**config.mk**
```make
export PLATFORM = sky130hd
export DESIGN_NAME = scan_loader_flat
export DESIGN_NICKNAME = d
export VERILOG_FILES = /design/src/rtl/scan_loader_if.sv /design/src/rtl/scan_loader.sv /design/src/flat_wrapper.sv
export SDC_FILE = /design/constraint.sdc
export NUM_CORES = 1
export LEC_CHECK = 0
export CORE_MARGIN = 5
export CORE_UTILIZATION = 46
export CTS_BUF_LIST = sky130_fd_sc_hd__clkbuf_16
export CTS_CLUSTER_SIZE = 14
export DETAILED_ROUTE_END_ITERATION = 10
export DONT_BUFFER_PORTS = 1
export HOLD_SLACK_MARGIN = 0.15
export PLACE_DENSITY = 0.58
export SLEW_MARGIN = 20
export SYNTH_ARGS = -nofsm -noshare
export SYNTH_HDL_FRONTEND = slang
export SYNTH_SLANG_ARGS = --single-unit
```
**constraint.sdc**
```tcl
create_clock -name clk -period 3.1 [get_ports clk]
set_input_delay 0.155 -clock clk [delete_from_list [all_inputs] [get_ports clk]]
set_output_delay 0.155 -clock clk [all_outputs]
set_load 0.01 [all_outputs]
```
**src/rtl/scan_loader_if.sv**
```systemverilog
// Byte-stream handshakes between a configuration source and scan_loader.
// master drives in_* and out_ready; slave is the loader side.
interface scan_loader_if;
  logic       in_valid;
  logic       in_ready;
  logic [7:0] in_data;
  logic       out_valid;
  logic       out_ready;
  logic [7:0] out_data;

  modport master (
    output in_valid, in_data, out_ready,
    input  in_ready, out_valid, out_data
  );

  modport slave (
    input  in_valid, in_data, out_ready,
    output in_ready, out_valid, out_data
  );
endinterface

```
**src/rtl/scan_loader.sv**
```systemverilog
// Streams configuration bytes LSB first into a scan chain, then commits.
// Define SCAN_READBACK_EN to capture the chain output as readback bytes.
module scan_loader #(
  parameter int CHAIN_LEN = 1024
) (
  input  logic       clk,
  input  logic       rst,
  input  logic       start,
  input  logic [1:0] cfg_sel,
  scan_loader_if.slave bus,
  output logic       busy,
  output logic       done,
  output logic       scan_se,
  output logic       scan_sc,
  output logic [1:0] scan_cfg,
  input  logic       scan_sc_in
);

  localparam int NBYTES = CHAIN_LEN / 8;
  localparam int BW = $clog2(NBYTES + 1);
  localparam logic [BW-1:0] LAST = BW'(NBYTES - 1);

  typedef enum logic [2:0] {
    IDLE,
    LOAD,
    SHIFT,
    COMMIT,
    FINISH
  } state_e;

  state_e        state_q, state_d;
  logic [1:0]    cfg_q, cfg_d;
  logic [BW-1:0] byte_q, byte_d;
  logic [2:0]    bit_q, bit_d;
  logic [7:0]    sr_q, sr_d;
  logic          start_q;
  logic          in_rdy;
  logic          rb_busy;

`ifdef SCAN_READBACK_EN
  logic [7:0] cap_q, cap_d;
  logic [7:0] od_q, od_d;
  logic       ov_q, ov_d;

  assign rb_busy       = ov_q;
  assign bus.out_valid = ov_q;
  assign bus.out_data  = od_q;
`else
  logic unused_rb;

  assign rb_busy       = 1'b0;
  assign bus.out_valid = 1'b0;
  assign bus.out_data  = '0;
  assign unused_rb     = scan_sc_in ^ bus.out_ready;
`endif

  assign busy         = (state_q != IDLE);
  assign bus.in_ready = in_rdy;

  always_comb begin
    state_d  = state_q;
    cfg_d    = cfg_q;
    byte_d   = byte_q;
    bit_d    = bit_q;
    sr_d     = sr_q;
    in_rdy   = 1'b0;
    done     = 1'b0;
    scan_se  = 1'b0;
    scan_sc  = 1'b0;
    scan_cfg = 2'd0;
`ifdef SCAN_READBACK_EN
    cap_d = cap_q;
    od_d  = od_q;
    ov_d  = ov_q;
    if (ov_q && bus.out_ready) ov_d = 1'b0;
`endif
    unique case (state_q)
      IDLE: begin
        // a held start only launches one load
        if (start && !start_q) begin
          cfg_d   = cfg_sel;
          byte_d  = '0;
          state_d = LOAD;
        end
      end
      LOAD: begin
        in_rdy = !rb_busy;
        if (bus.in_valid && in_rdy) begin
          sr_d    = bus.in_data;
          bit_d   = 3'd0;
          state_d = SHIFT;
        end
      end
      SHIFT: begin
        scan_se = 1'b1;
        scan_sc = sr_q[0];
        sr_d    = {1'b0, sr_q[7:1]};
        bit_d   = bit_q + 3'd1;
`ifdef SCAN_READBACK_EN
        cap_d = {scan_sc_in, cap_q[7:1]};
`endif
        if (bit_q == 3'd7) begin
          byte_d = byte_q + BW'(1);
`ifdef SCAN_READBACK_EN
          od_d = cap_d;
          ov_d = 1'b1;
`endif
          if (byte_q != LAST)
            state_d = LOAD;
          else if (cfg_q != 2'd0)
            state_d = COMMIT;
          else
            state_d = FINISH;
        end
      end
      COMMIT: begin
        scan_cfg = cfg_q;
        state_d  = FINISH;
      end
      FINISH: begin
        if (!rb_busy) begin
          done    = 1'b1;
          state_d = IDLE;
        end
      end
      default: state_d = IDLE;
    endcase
  end

  always_ff @(posedge clk) begin
    if (rst) begin
      state_q <= IDLE;
      cfg_q   <= 2'd0;
      byte_q  <= '0;
      bit_q   <= 3'd0;
      sr_q    <= 8'd0;
      start_q <= 1'b0;
`ifdef SCAN_READBACK_EN
      cap_q <= 8'd0;
      od_q  <= 8'd0;
      ov_q  <= 1'b0;
`endif
    end else begin
      state_q <= state_d;
      cfg_q   <= cfg_d;
      byte_q  <= byte_d;
      bit_q   <= bit_d;
      sr_q    <= sr_d;
      start_q <= start;
`ifdef SCAN_READBACK_EN
      cap_q <= cap_d;
      od_q  <= od_d;
      ov_q  <= ov_d;
`endif
    end
  end

endmodule

```
**src/flat_wrapper.sv**
```systemverilog
// flat-port wrapper written by rule: the top's interface ports become plain ports
module scan_loader_flat 
#(
  parameter int CHAIN_LEN = 1024
)
  (clk, rst, start, cfg_sel, busy, done, scan_se, scan_sc, scan_cfg, scan_sc_in, bus_in_valid, bus_in_data, bus_out_ready, bus_in_ready, bus_out_valid, bus_out_data);
  scan_loader_if bus_i ();
  input  logic clk;
  input  logic rst;
  input  logic start;
  input  logic [1:0] cfg_sel;
  output logic busy;
  output logic done;
  output logic scan_se;
  output logic scan_sc;
  output logic [1:0] scan_cfg;
  input  logic scan_sc_in;
  input wire logic [$bits(bus_i.in_valid)-1:0] bus_in_valid;
  input wire logic [$bits(bus_i.in_data)-1:0] bus_in_data;
  input wire logic [$bits(bus_i.out_ready)-1:0] bus_out_ready;
  output wire logic [$bits(bus_i.in_ready)-1:0] bus_in_ready;
  output wire logic [$bits(bus_i.out_valid)-1:0] bus_out_valid;
  output wire logic [$bits(bus_i.out_data)-1:0] bus_out_data;
  assign bus_i.in_valid = bus_in_valid;
  assign bus_i.in_data = bus_in_data;
  assign bus_i.out_ready = bus_out_ready;
  assign bus_in_ready = bus_i.in_ready;
  assign bus_out_valid = bus_i.out_valid;
  assign bus_out_data = bus_i.out_data;
  scan_loader #(.CHAIN_LEN(CHAIN_LEN)) u_core (.clk(clk), .rst(rst), .start(start), .cfg_sel(cfg_sel), .bus(bus_i), .busy(busy), .done(done), .scan_se(scan_se), .scan_sc(scan_sc), .scan_cfg(scan_cfg), .scan_sc_in(scan_sc_in));
endmodule
```
==> impl_metrics.tcl <==
set metrics [dict create \
    timing.final.crit_share_pct 76.4 \
    power_mw 0.737 \
    synth_area_leaders "dfxtp_1, nor2_1, buf_4" \
    ys_types 44 \
    gr-total-overflow 0 \
    fin_crit_ps 2370 \
    reg2reg_slack_ps 730 \
    async_flop_share_pct 0 \
    end_kind "register" \
    netlist_instances 147 \
    synth_top_area_share_pct 39.1 \
    syn-cell-area_um2 1280 \
    clkTransAtPathRegs_ps 60 \
    clkPwrFrac_pct 38.8 \
    p_sw_share_pct 24.9 \
    crit_required_ps 3240 \
    insertion_delay_ps 260 \
    powerDensity_nw_per_um2 506 \
    drt_wl_total_mm 2.60 \
    yosysTopAreaCell "dfxtp_1" \
    cp_slowest_stage_delay_ps 570 \
    finalHoldViolations 0 \
    cts_tree "yes" \
    critical_path_class "register to register" \
    cts_sinks 25 \
    grt_max_degree 16 \
    leakagePower_nw 0.556 \
    yosysSeqAreaShare_pct 39.1 \
    coreArea_um2 2710 \
    intPower_mw 0.554 \
    die-area_um2 3940 \
    nNetsFinal 178 \
    cts_max_level 1 \
    synth_edf_count 0 \
    worstHoldPathType "primary input to register" \
    cp_top_family "simple AND/OR/NAND/NOR gates" \
    die_h_um 62.8 \
    root_buffer "clkbuf_16" \
    io_pins 32 \
    die_w_um 62.8 \
    post_cts.repair.setup_buffers 0 \
    fmax_mhz 422 \
    start_util_pct 47.3 \
    seq_power_share_pct 47.9 \
    drc 0 \
    clock_path_buffers 2 \
    track_usage_pct 13.8 \
    ys_warn_count 0 \
    drv_slew 0 \
    p_sw_mw 0.184 \
    diodes 0 \
    vdd_ir_drop_max_uv 346 \
    fin_skew_ps 2.84 \
    cts_resized 0 \
    grt_pass1_vias 1009 \
    drt-initial-drc-count 36 \
    routabilityCongestion 0.738 \
    grt_pass1_wl_mm 4.42 \
    wl_per_cell_um 13.7 \
    via_per_inst 5.50 \
    rsz0062_at_grt "no" \
    crit_chain "nand4bb_1 > and3_1 > a31oi_1 > dlygate4sd3_1 > nor2_1" \
    numPortBuffers 0 \
    cp-start-kind "register" \
    ys_ff_latch 25 \
    final_antenna_net_count 0 \
    syn2layout_area_growth_pct 13.8 \
    drive_gt1_share_pct 9.49 \
    combPwrFrac_pct 13.2 \
    hpwlAfterDp_mm 1.84 \
    worstMarginPinSlew_ps 597 \
    slew_headroom_pct 60.0 \
    yosysMostFrequentCell "dfxtp_1" \
    crit_buf_inv 1 \
    num_vias 1040 \
    finalSetupViolCount 0 \
    cp.arrival_ps 2500 \
    row_count 19 \
    antenna_found_initial 0 \
    synth-main-ff-cell "dfxtp_1" \
    syn_avg_cell_area_um2 8.72 \
    numCtsBuffers 3 \
    fillers 269 \
    fin_tns_setup_ps 0 \
    firstDrtPassIters 4 \
    cap_violations 0 \
    yosys-top-cells-count "dfxtp_1, nor2_1, buf_4" \
    critPathMaxFanout 12 \
    cpMaxStageDelayCell "dlygate4sd3_1" \
    outcome "finished clean" \
]
[metrics by stage]
step | instance area [um2] | worst slack [ps] | instances | hold slack (ps) | utilization [%]
floorplan | 1310 | 1610 | 155 | 283 | -
global placement | 1250 | 1190 | 172 | 227 | 46.0
detailed placement | 1250 | 1160 | 172 | 229 | 46.0
CTS | 1460 | 753 | 189 | 202 | 53.8
global route | 1460 | 580 | 189 | 220 | 53.8
finish | 1460 | 733 | 189 | 203 | 53.8
[power by group through the flow]
stage                     Clock (mW)  Sequential [mW]  Combinational, mW
after floorplan                    0            0.354             0.0866
after global placement             0            0.359             0.0804
after detailed placement           0            0.361             0.0813
after CTS                      0.296            0.353             0.0973
after global routing           0.310            0.355              0.108
final                          0.286            0.353             0.0975
[flip-flops by register name, indices dropped and copies added (netlist names)]
signal,cells
u_core.start_q,1
u_core.state_q,3
u_core.byte_q,8
u_core.sr_q,8
u_core.cfg_q,2
u_core.bit_q,3
[final cells by class]
| class | instances | area [um2] | share of cell area [%] |
|---|---|---|---|
| Clock inverter | 1 | 5.00 | 0.343 |
| Clock buffer | 3 | 75.1 | 5.15 |
| Inverter | 3 | 11.3 | 0.773 |
| Timing Repair Buffer | 13 | 130 | 8.93 |
| Multi-Input combinational cell | 113 | 697 | 47.8 |
| Sequential cell | 25 | 500 | 34.3 |
| Tap cell | 31 | 38.8 | 2.66 |
[kinds of logic (layout without fill, tap and decap cells)]
logic type               count (synthesis)  after routing  share of synthesized area [%]
flip-flops                              25             25                           39.1
other                                    1              9                          0.293
XOR/XNOR                                 3              3                           2.05
buffers and inverters                   17             20                           8.89
multiplexers                             2              2                           1.76
AO/OA/AOI/OAI                           29             29                           17.1
adder cells (fa/ha/maj)                  3              3                           2.93
AND/OR/NAND/NOR                         67             67                           27.9
[placed cells by master, fill, tap and decap left out, drive strengths merged]
cell	count
dfxtp	25
nor2	25
dlygate4sd3	13
conb	9
nand2	9
a21oi	8
nand3	7
o221ai	7
o21ai	6
and3	5
or3	4
nor2b	3
xor2	3
ha	3
clkbuf	3
clkinv	3
nor3b	3
o211ai	3
nand2b	2
nor3	2
mux2	2
and2	2
or3b	1
inv	1
a32oi	1
o32ai	1
or2	1
nor4	1
nand4bb	1
a31oi	1
nand4	1
o2bb2ai	1
o32a	1
[final timing paths]
| path | start | to | depth (start not counted) |
|---|---|---|---|
| hold / removal | rst | u_core.state_q[1]$_SDFFE_PP0P_ | 2 |
| setup / recovery | u_core.state_q[0]$_SDFFE_PP0P_ | u_core.sr_q[7]$_SDFFE_PP0P_ | 5 |
| setup reg to reg | u_core.state_q[0]$_SDFFE_PP0P_ | u_core.sr_q[7]$_SDFFE_PP0P_ | 5 |
| hold reg to reg | u_core.sr_q[0]$_SDFFE_PP0P_ | u_core.sr_q[0]$_SDFFE_PP0P_ | 2 |
[metal layers]
| layer | wire [um] | GRT usage (%) | up-vias | share of wire, % |
|---|---|---|---|---|
| li1 | - | - | 530 | - |
| met1 | 1090 | 15.2 | 477 | 42 |
| met2 | 1330 | 24.4 | 28 | 51 |
| met3 | 112 | 3.06 | 5 | 4.3 |
| met4 | 56 | 7.69 | 0 | 2.2 |
| met5 | 0 | 0 | - | 0 |
[worst reg2reg max path, cell delays in order, from the launching register on]
cell and delay, ps:
dfxtp_1 540, nand4bb_1 550, and3_1 420, a31oi_1 130, dlygate4sd3_1 570, nor2_1 40
[what timing repair did]
action / CTS / global route
endpoints found under the setup margin: 0 / 0
hold buffers: 13 / 0
hold endpoints to repair: 19 / 0
Note: power is estimated with default switching activity, not from simulation.
